[src/rtl/spibone_burst_bridge.sv]
// spibone_burst_bridge
//   SPI-slave (mode 0, MSB first) to Wishbone-master bridge with multi-word
//   incrementing bursts buffered through an internal word FIFO. Everything
//   runs on clk48; the SPI pins are brought in through 2-FF synchronisers.
//
//   Frame: OP (0x01 write / 0x02 read), LEN (words-1), A3..A0 (byte address,
//   big-endian), then payload. Writes stream words into the FIFO while the
//   bus side drains it, followed by status bytes (0xFF busy, 0x00 ok,
//   0xEE error). Reads return 0xFF until the burst is buffered, one sync
//   byte (0x00 / 0xEE), then the words big-endian (ok case only), then 0xFF.
//
//   Optional feature macro: SPIBONE_WB_TIMEOUT_EN -- bus watchdog that turns
//   a strobe left unanswered for TIMEOUT_CYCLES cycles into an error.
//
// Ports
//   clk48, reset_n                 clock, asynchronous active-low reset
//   spi_clk, spi_cs_n, spi_mosi    SPI inputs (asynchronous to clk48)
//   spi_miso                       SPI data out
//   wishbone_*                     Wishbone master (cyc/stb/we/adr/dat/sel/cti/bte,
//                                  ack/err terminations)
module spibone_burst_bridge #(
    parameter int DATA_W         = 32,
    parameter int ADDR_W         = 30,
    parameter int FIFO_DEPTH     = 16,
    parameter int TIMEOUT_CYCLES = 1024
) (
    input  logic                clk48,
    input  logic                reset_n,
    input  logic                spi_clk,
    input  logic                spi_cs_n,
    input  logic                spi_mosi,
    output logic                spi_miso,
    output logic [ADDR_W-1:0]   wishbone_adr,
    output logic [DATA_W-1:0]   wishbone_dat_w,
    input  logic [DATA_W-1:0]   wishbone_dat_r,
    output logic [DATA_W/8-1:0] wishbone_sel,
    output logic                wishbone_cyc,
    output logic                wishbone_stb,
    output logic                wishbone_we,
    output logic [2:0]          wishbone_cti,
    output logic [1:0]          wishbone_bte,
    input  logic                wishbone_ack,
    input  logic                wishbone_err
);
    localparam int         BPW    = DATA_W / 8;
    localparam int         AW     = $clog2(FIFO_DEPTH);
    localparam logic [1:0] LAST_B = 2'(BPW - 1);
    localparam logic [8:0] DEPTH9 = 9'(FIFO_DEPTH);
    localparam logic [2:0] CTI_INC = 3'b010;
    localparam logic [2:0] CTI_END = 3'b111;

    typedef enum logic [2:0] {S_IDLE, S_OP, S_LEN, S_ADDR, S_WDATA, S_STATUS, S_RWAIT, S_RDATA} spi_st_t;
    typedef enum logic [1:0] {B_IDLE, B_REQ, B_DONE} bus_st_t;

    // ---- synchronisers and edge detect ----
    logic [2:0] sclk_q, cs_q;
    logic [1:0] mosi_q;
    always_ff @(posedge clk48 or negedge reset_n) begin
        if (!reset_n) begin
            sclk_q <= 3'b000;
            cs_q   <= 3'b111;
            mosi_q <= 2'b00;
        end else begin
            sclk_q <= {sclk_q[1:0], spi_clk};
            cs_q   <= {cs_q[1:0], spi_cs_n};
            mosi_q <= {mosi_q[0], spi_mosi};
        end
    end

    logic cs_high, cs_rise, cs_fall, sclk_rise, sclk_fall, mosi_s;
    assign cs_high   = cs_q[1];
    assign cs_rise   = cs_q[1] & ~cs_q[2];
    assign cs_fall   = ~cs_q[1] & cs_q[2];
    assign sclk_rise = sclk_q[1] & ~sclk_q[2] & ~cs_q[1];
    assign sclk_fall = ~sclk_q[1] & sclk_q[2] & ~cs_q[1];
    assign mosi_s    = mosi_q[1];

    // ---- state and shared signals ----
    spi_st_t             spi_st_q;
    bus_st_t             bus_st_q;
    logic [2:0]          bit_cnt_q;
    logic [1:0]          bidx_q;
    logic [8:0]          left_q, bleft_q;
    logic                is_wr_q, berr_q;
    logic [6:0]          rx_q;
    logic [23:0]         addr_q;
    logic [DATA_W-1:0]   wsh_q, rsh_q;
    logic [7:0]          tx_q, next_tx;
    logic                miso_q;
    logic                cyc_q, stb_q, we_q;
    logic [ADDR_W-1:0]   adr_q;
    logic [DATA_W-1:0]   dat_w_q;
    logic [BPW-1:0]      sel_q;
    logic [2:0]          cti_q;
    logic                timeout;

    logic [7:0]        rx_byte;
    logic [31:0]       addr_cat;
    logic [DATA_W-1:0] wr_word, fifo_head;
    logic [8:0]        len_p1, n_clamp;
    logic              byte_done, boundary, spi_push, spi_pop, bus_start, rd_byte_now;
    logic              bus_done, bus_push, bus_pop, flush, fifo_empty;

    assign rx_byte     = {rx_q, mosi_s};
    assign addr_cat    = {addr_q, rx_byte};
    assign wr_word     = (wsh_q << 8) | DATA_W'(rx_byte);
    assign byte_done   = sclk_rise && (bit_cnt_q == 3'd7);
    assign boundary    = sclk_fall && (bit_cnt_q == 3'd0);
    assign spi_push    = byte_done && (spi_st_q == S_WDATA) && (bidx_q == LAST_B);
    assign bus_start   = byte_done && (spi_st_q == S_ADDR) && (bidx_q == 2'd3);
    assign rd_byte_now = boundary && (spi_st_q == S_RDATA) && (left_q != 9'd0);
    assign spi_pop     = rd_byte_now && (bidx_q == 2'd0);
    assign len_p1      = {1'b0, rx_byte} + 9'd1;
    assign n_clamp     = (len_p1 > DEPTH9) ? DEPTH9 : len_p1;
    assign bus_done    = (bus_st_q == B_DONE);

    // The two address byte-offset bits are not part of the word address.
    logic unused_bits;
    assign unused_bits = ^addr_cat[1:0];

    // Byte to shift out starting at the next byte boundary.
    always_comb begin
        next_tx = 8'hFF;
        case (spi_st_q)
            S_STATUS, S_RWAIT: if (bus_done) next_tx = berr_q ? 8'hEE : 8'h00;
            S_RDATA: if (left_q != 9'd0)
                next_tx = (bidx_q == 2'd0) ? fifo_head[DATA_W-1 -: 8] : rsh_q[DATA_W-1 -: 8];
            default: ;
        endcase
    end

    // ---- word FIFO ----
    logic [DATA_W-1:0] mem [FIFO_DEPTH];
    logic [AW:0]       wptr_q, rptr_q;
    logic              push, pop;
    assign push       = spi_push | bus_push;
    assign pop        = spi_pop | bus_pop;
    assign fifo_empty = (wptr_q == rptr_q);
    assign fifo_head  = mem[rptr_q[AW-1:0]];

    always_ff @(posedge clk48 or negedge reset_n) begin
        if (!reset_n) begin
            wptr_q <= '0;
            rptr_q <= '0;
        end else if (flush) begin
            wptr_q <= '0;
            rptr_q <= '0;
        end else begin
            if (push) wptr_q <= wptr_q + (AW+1)'(1);
            if (pop)  rptr_q <= rptr_q + (AW+1)'(1);
        end
    end

    always_ff @(posedge clk48) begin
        if (push) mem[wptr_q[AW-1:0]] <= spi_push ? wr_word : wishbone_dat_r;
    end

    // ---- SPI datapath shifters (no reset needed) ----
    always_ff @(posedge clk48) begin
        if (sclk_rise) rx_q <= rx_byte[6:0];
        if (byte_done && spi_st_q == S_ADDR)  addr_q <= addr_cat[23:0];
        if (byte_done && spi_st_q == S_WDATA) wsh_q  <= wr_word;
        if (rd_byte_now) rsh_q <= ((bidx_q == 2'd0) ? fifo_head : rsh_q) << 8;
    end

    // ---- SPI frame FSM ----
    always_ff @(posedge clk48 or negedge reset_n) begin
        if (!reset_n) begin
            spi_st_q  <= S_IDLE;
            bit_cnt_q <= 3'd0;
            bidx_q    <= 2'd0;
            left_q    <= 9'd0;
            is_wr_q   <= 1'b0;
            tx_q      <= 8'hFF;
            miso_q    <= 1'b1;
        end else if (cs_rise) begin
            spi_st_q <= S_IDLE;
            miso_q   <= 1'b1;
        end else if (cs_fall) begin
            spi_st_q  <= S_OP;
            bit_cnt_q <= 3'd0;
            bidx_q    <= 2'd0;
            tx_q      <= 8'hFF;
            miso_q    <= 1'b1;
        end else begin
            if (sclk_rise) begin
                bit_cnt_q <= bit_cnt_q + 3'd1;
                if (bit_cnt_q == 3'd7) begin
                    case (spi_st_q)
                        S_OP: begin
                            if (rx_byte == 8'h01 || rx_byte == 8'h02) begin
                                is_wr_q  <= (rx_byte == 8'h01);
                                spi_st_q <= S_LEN;
                            end else begin
                                // Unknown opcode: RDATA with nothing left sends 0xFF forever.
                                spi_st_q <= S_RDATA;
                                left_q   <= 9'd0;
                            end
                        end
                        S_LEN: begin
                            left_q   <= n_clamp;
                            bidx_q   <= 2'd0;
                            spi_st_q <= S_ADDR;
                        end
                        S_ADDR: begin
                            if (bidx_q == 2'd3) begin
                                bidx_q   <= 2'd0;
                                spi_st_q <= is_wr_q ? S_WDATA : S_RWAIT;
                            end else begin
                                bidx_q <= bidx_q + 2'd1;
                            end
                        end
                        S_WDATA: begin
                            if (bidx_q == LAST_B) begin
                                bidx_q <= 2'd0;
                                left_q <= left_q - 9'd1;
                                if (left_q == 9'd1) spi_st_q <= S_STATUS;
                            end else begin
                                bidx_q <= bidx_q + 2'd1;
                            end
                        end
                        default: ;
                    endcase
                end
            end
            if (sclk_fall) begin
                if (bit_cnt_q == 3'd0) begin
                    tx_q   <= next_tx;
                    miso_q <= next_tx[7];
                    // Sync byte goes out now; on error no data follows.
                    if (spi_st_q == S_RWAIT && bus_done) begin
                        spi_st_q <= S_RDATA;
                        if (berr_q) left_q <= 9'd0;
                    end
                    if (rd_byte_now) begin
                        if (bidx_q == LAST_B) begin
                            bidx_q <= 2'd0;
                            left_q <= left_q - 9'd1;
                        end else begin
                            bidx_q <= bidx_q + 2'd1;
                        end
                    end
                end else begin
                    miso_q <= tx_q[3'd7 - bit_cnt_q];
                end
            end
        end
    end

    // ---- bus watchdog ----
`ifdef SPIBONE_WB_TIMEOUT_EN
    localparam int TO_W = $clog2(TIMEOUT_CYCLES + 1);
    logic [TO_W-1:0] to_cnt_q;
    always_ff @(posedge clk48 or negedge reset_n) begin
        if (!reset_n)     to_cnt_q <= '0;
        else if (!stb_q)  to_cnt_q <= '0;
        else              to_cnt_q <= to_cnt_q + TO_W'(1);
    end
    assign timeout = stb_q && (to_cnt_q == TO_W'(TIMEOUT_CYCLES - 1));
`else
    localparam int unused_timeout = TIMEOUT_CYCLES;
    assign timeout = 1'b0;
`endif

    // ---- Wishbone burst FSM ----
    logic bus_fail;
    assign bus_fail = (bus_st_q == B_REQ) && stb_q && (wishbone_err || timeout);
    assign bus_push = (bus_st_q == B_REQ) && stb_q && !we_q && wishbone_ack && !bus_fail;
    assign bus_pop  = (bus_st_q == B_REQ) && !stb_q && !cs_high && we_q && !fifo_empty;
    assign flush    = bus_fail || (bus_done && spi_st_q == S_IDLE);

    always_ff @(posedge clk48 or negedge reset_n) begin
        if (!reset_n) begin
            bus_st_q <= B_IDLE;
            cyc_q    <= 1'b0;
            stb_q    <= 1'b0;
            we_q     <= 1'b0;
            adr_q    <= '0;
            dat_w_q  <= '0;
            sel_q    <= '0;
            cti_q    <= 3'b000;
            bleft_q  <= 9'd0;
            berr_q   <= 1'b0;
        end else begin
            case (bus_st_q)
                B_IDLE: if (bus_start) begin
                    bus_st_q <= B_REQ;
                    cyc_q    <= 1'b1;
                    we_q     <= is_wr_q;
                    adr_q    <= addr_cat[ADDR_W+1:2];
                    bleft_q  <= left_q;
                    berr_q   <= 1'b0;
                    if (!is_wr_q) begin
                        stb_q <= 1'b1;
                        sel_q <= '1;
                        cti_q <= (left_q == 9'd1) ? CTI_END : CTI_INC;
                    end
                end
                B_REQ: begin
                    if (stb_q) begin
                        if (bus_fail) begin
                            stb_q    <= 1'b0;
                            sel_q    <= '0;
                            cyc_q    <= 1'b0;
                            berr_q   <= 1'b1;
                            bus_st_q <= B_DONE;
                        end else if (wishbone_ack) begin
                            stb_q   <= 1'b0;
                            sel_q   <= '0;
                            adr_q   <= adr_q + ADDR_W'(1);
                            bleft_q <= bleft_q - 9'd1;
                            if (bleft_q == 9'd1 || cs_high) begin
                                cyc_q    <= 1'b0;
                                bus_st_q <= B_DONE;
                            end
                        end
                    end else if (cs_high) begin
                        // Host abandoned the frame between words.
                        cyc_q    <= 1'b0;
                        bus_st_q <= B_DONE;
                    end else if (!we_q || !fifo_empty) begin
                        stb_q <= 1'b1;
                        sel_q <= '1;
                        cti_q <= (bleft_q == 9'd1) ? CTI_END : CTI_INC;
                        if (we_q) dat_w_q <= fifo_head;
                    end
                end
                default: if (spi_st_q == S_IDLE) bus_st_q <= B_IDLE;
            endcase
        end
    end

    assign spi_miso       = miso_q;
    assign wishbone_adr   = adr_q;
    assign wishbone_dat_w = dat_w_q;
    assign wishbone_sel   = sel_q;
    assign wishbone_cyc   = cyc_q;
    assign wishbone_stb   = stb_q;
    assign wishbone_we    = we_q;
    assign wishbone_cti   = cti_q;
    assign wishbone_bte   = 2'b00;
endmodule

[config.mk]
export PLATFORM = sky130hd
export DESIGN_NAME = spibone_burst_bridge
export DESIGN_NICKNAME = d
export VERILOG_FILES = /design/src/rtl/spibone_burst_bridge.sv
export SDC_FILE = /design/constraint.sdc
export NUM_CORES = 1
export LEC_CHECK = 0
export ABC_AREA = 1
export CORE_MARGIN = 1
export CORE_UTILIZATION = 45
export CTS_BUF_LIST = sky130_fd_sc_hd__clkbuf_8 sky130_fd_sc_hd__clkbuf_16
export CTS_CLUSTER_DIAMETER = 200
export DETAILED_ROUTE_END_ITERATION = 8
export HOLD_SLACK_MARGIN = 0.05
export SYNTH_ARGS = -nofsm -noshare
export SYNTH_HDL_FRONTEND = slang
export SYNTH_SLANG_ARGS = --single-unit
[constraint.sdc]
create_clock -name clk48 -period 8.2 [get_ports clk48]
set_input_delay 1.64 -clock clk48 [delete_from_list [all_inputs] [get_ports clk48]]
set_output_delay 1.64 -clock clk48 [all_outputs]
set_load 0.02 [all_outputs]
==> metrics <==
Min Hold Slack ~0.36 ns; TritonCTS clock tree yes; # clock sinks around 720; IO buf count roughly 110; post-layout minimum cycle time 4.98 ns; r2r worst-path depth 7; ANT nets after route 0; part of the cycle the worst path needs 60.7%; total grt overflow 0; Resize count post-CTS 0; Critical Path Source Type flop; status completed; leakage power total between 10 and 15 nW; Power per Cell Area between 200 and 250 nW/um^2; setup violators final 0; CTS clk-pin slew, worst paths ~0.060 ns; Hold Fails Final Rpt 0; clk_lat worst skew around 0.63 ns; NumNets Final around 2.9k; post-synthesis cell count between 2k and 3k; pins over their slew limit 0; first-pass GRT wire length ~130000 um; FF+latch count, synth roughly 720; slowest cell delay on critical path approximately 1.1 ns; drt drc 0; Area after DPL 32500 sq um; H-tree lvl count 3; Post-Syn Area per Cell 11.3 sq um; drt first-iter violations 1965; vias in the first global route between 20k and 25k; WP depth 7; placed cell count between 3k and 4k; core area 67200 sq um; Post-Route WL around 84000 um; Max Fclk about 200 MHz; worst path required time between 8 and 9 ns; pin count of the biggest net entering global routing 100; Worst Hold Class reg -> reg; DIE AREA about 69000 sq um; Vias/cell ~5.7; # Max-Cap Violations 0; yosys warns 0; mapped cell area 30500 sq um; CP top delay family simple AND/OR/NAND/NOR gates; Die Y-Extent about 260 um; finished layout cell area 34900 sq um; total number of vias 21.2k; Worst-Margin Slew around 1.3 ns; chip width approximately 260 um; TritonCTS Buffers 75; Power, Total about 7.8 mW; WP buf/inv 0; setup tns final 0 ns; Slew HR between 10 and 15%; RSZ-0062 raised after global routing no; hold path depth 0; cells along the critical path nor3_4 > nand2_4 > nor2_4 > nand2_2 > nand2_4 > nand3_1 > nor2_4; CTS max path bufs 3; DR pass1 iterations 6; io pins approximately 110; placement row count 95; Seq/Total Area, Yosys 68.4%; post-CTS repair timing setup buffer count 0; CP max stage cell nor2_4; maximum vdd drop approximately 0.14 mV; share of layout cells above drive strength 1 8.07%; Netlist cell types 54; area grow syn2layout 14.4%; WL/cell 22.7 um; Clock Tree Root clkbuf_16; Routability Congestion approximately 0.9; CP Capture Type flop; CP max FO between 40 and 50; critical path data arrival time about 5.2 ns; Final Non-Filler Cells around 3.7k; placed wire-length estimate between 50000 and 60000 um; initial antenna violation count 0; critical path type reg -> reg; hold-fix buffers at CTS 0; Initial Util 45.4%; GRT Util Overall between 20 and 25%; Worst Clk Skew 0.0355 ns
## layout make-up
| type | instances | area [sq um] |
|---|---|---|
| Multi-Input combinational cell | 1689 | 8510 |
| Tap cell | 873 | 1090 |
| Inverter | 159 | 602 |
| Timing Repair Buffer | 149 | 1400 |
| Fill cell | 5702 | 32200 |
| Clock inverter | 57 | 447 |
| Antenna cell | 2 | 5.00 |
| Sequential cell | 716 | 20900 |
| Clock buffer | 79 | 1970 |
## path summary, 6_finish.rpt
| path | from | end | slack [ns] |
|---|---|---|---|
| worst max-delay path | sclk_q[2] | mem[5][16] | 3.22 |
| worst min-delay path | cs_q[0] | cs_q[1] | 0.36 |
| worst max register to register | sclk_q[2] | mem[5][16] | 3.22 |
| worst min register to register | cs_q[0] | cs_q[1] | 0.36 |
| max in group asynchronous | reset_n | wishbone_adr[20] | 5.80 |
| min in group asynchronous | reset_n | wishbone_dat_w[23] | 1.00 |
## metrics by stage
step	util, %	worst slack (ns)
detailed placement	48.4	3.24
finish	52.0	3.22
global route	52.0	2.90
global placement	48.4	3.41
CTS	52.0	3.22
floorplan	-	4.19
## cells in the mapped netlist (all sizes together)
cell type,instances,area (sq um)
a21boi,7,52.6
a21o,1,7.51
a21oi,64,320
a22o,8,70.1
a22oi,7,57.6
a2bb2oi,2,17.5
a311oi,1,8.76
a31o,1,8.76
a31oi,16,106
a41oi,1,8.76
and2,1,6.26
buf,61,348
clkbuf,80,300
clkinv,2,7.51
conb,1,3.75
dfrtp,113,2830
dfstp,12,315
edfxtp,591,17700
ha,21,263
inv,157,589
mux2,24,270
nand2,440,1670
nand2b,1,6.26
nand3,138,708
nand4,12,75.1
nor2,398,1530
nor3,22,121
nor4,3,18.8
o2111ai,1,8.76
o211ai,35,263
o21ai,333,1680
o21ba,1,10.0
o21bai,1,7.51
o221ai,43,377
o22ai,76,475
o31ai,2,15.0
or2,8,50.1
xnor2,1,8.76
xor2,18,158
## per-layer routing
metal | vias to the layer above | wire length [um] | part of all wire, % | global-route usage (%)
met2 | 729 | 40800 | 48 | 40.5
met5 | - | 0 | 0 | 0
met3 | 143 | 5300 | 6.3 | 3.88
met1 | 10500 | 35600 | 42 | 33.2
met4 | 0 | 2720 | 3.2 | 8.71
li1 | 9774 | - | - | -
## flip-flops by register name (all words and copies together) (netlist names), 2 cells and up
| register | cells |
|---|---|
| mem | 512 |
| wishbone_dat_w | 32 |
| wishbone_adr | 30 |
| addr_q | 24 |
| rsh_q | 24 |
| wsh_q | 24 |
| bleft_q | 9 |
| left_q | 9 |
| tx_q | 8 |
| rx_q | 7 |
| rptr_q | 5 |
| wptr_q | 5 |
| bit_cnt_q | 3 |
| cs_q | 3 |
| sclk_q | 3 |
| spi_st_q | 3 |
| bidx_q | 2 |
| bus_st_q | 2 |
| mosi_q | 2 |
| wishbone_cti | 2 |
## power by group
group	internal, mW	switching [mW]
logic	0.128	0.292
clock network	1.93	1.41
registers	3.97	0.0561
total	6.02	1.76
## cell usage in the layout (no fill, tap or decap), types with 43 or more instances in the layout
cell	netlist	routed
a21oi_1	64	64
clkbuf_16	0	78
clkdlybuf4s50_1	0	110
dfrtp_1	113	110
edfxtp_1	591	591
inv_1	152	168
nand2_1	436	436
nand3_1	136	136
nor2_1	392	376
o21ai_0	305	305
o221ai_1	43	43
o22ai_1	76	76
## worst reg2reg max path, delay by kind of cell, from the launching register on
family | cells | cell delay, ns
flip-flops | 1 | 0.42
AND/OR/NAND/NOR | 7 | 4.14
## kinds of logic after synthesis
family / share of synthesized area (%)
buffers and inverters: 4.08
adder cells (fa/ha/maj): 0.861
XOR/XNOR: 0.545
AND/OR/NAND/NOR: 13.7
AO/OA/AOI/OAI: 11.5
multiplexers: 0.886
other: 0.0123
flip-flops: 68.4
(Power assumes the default switching activity.)
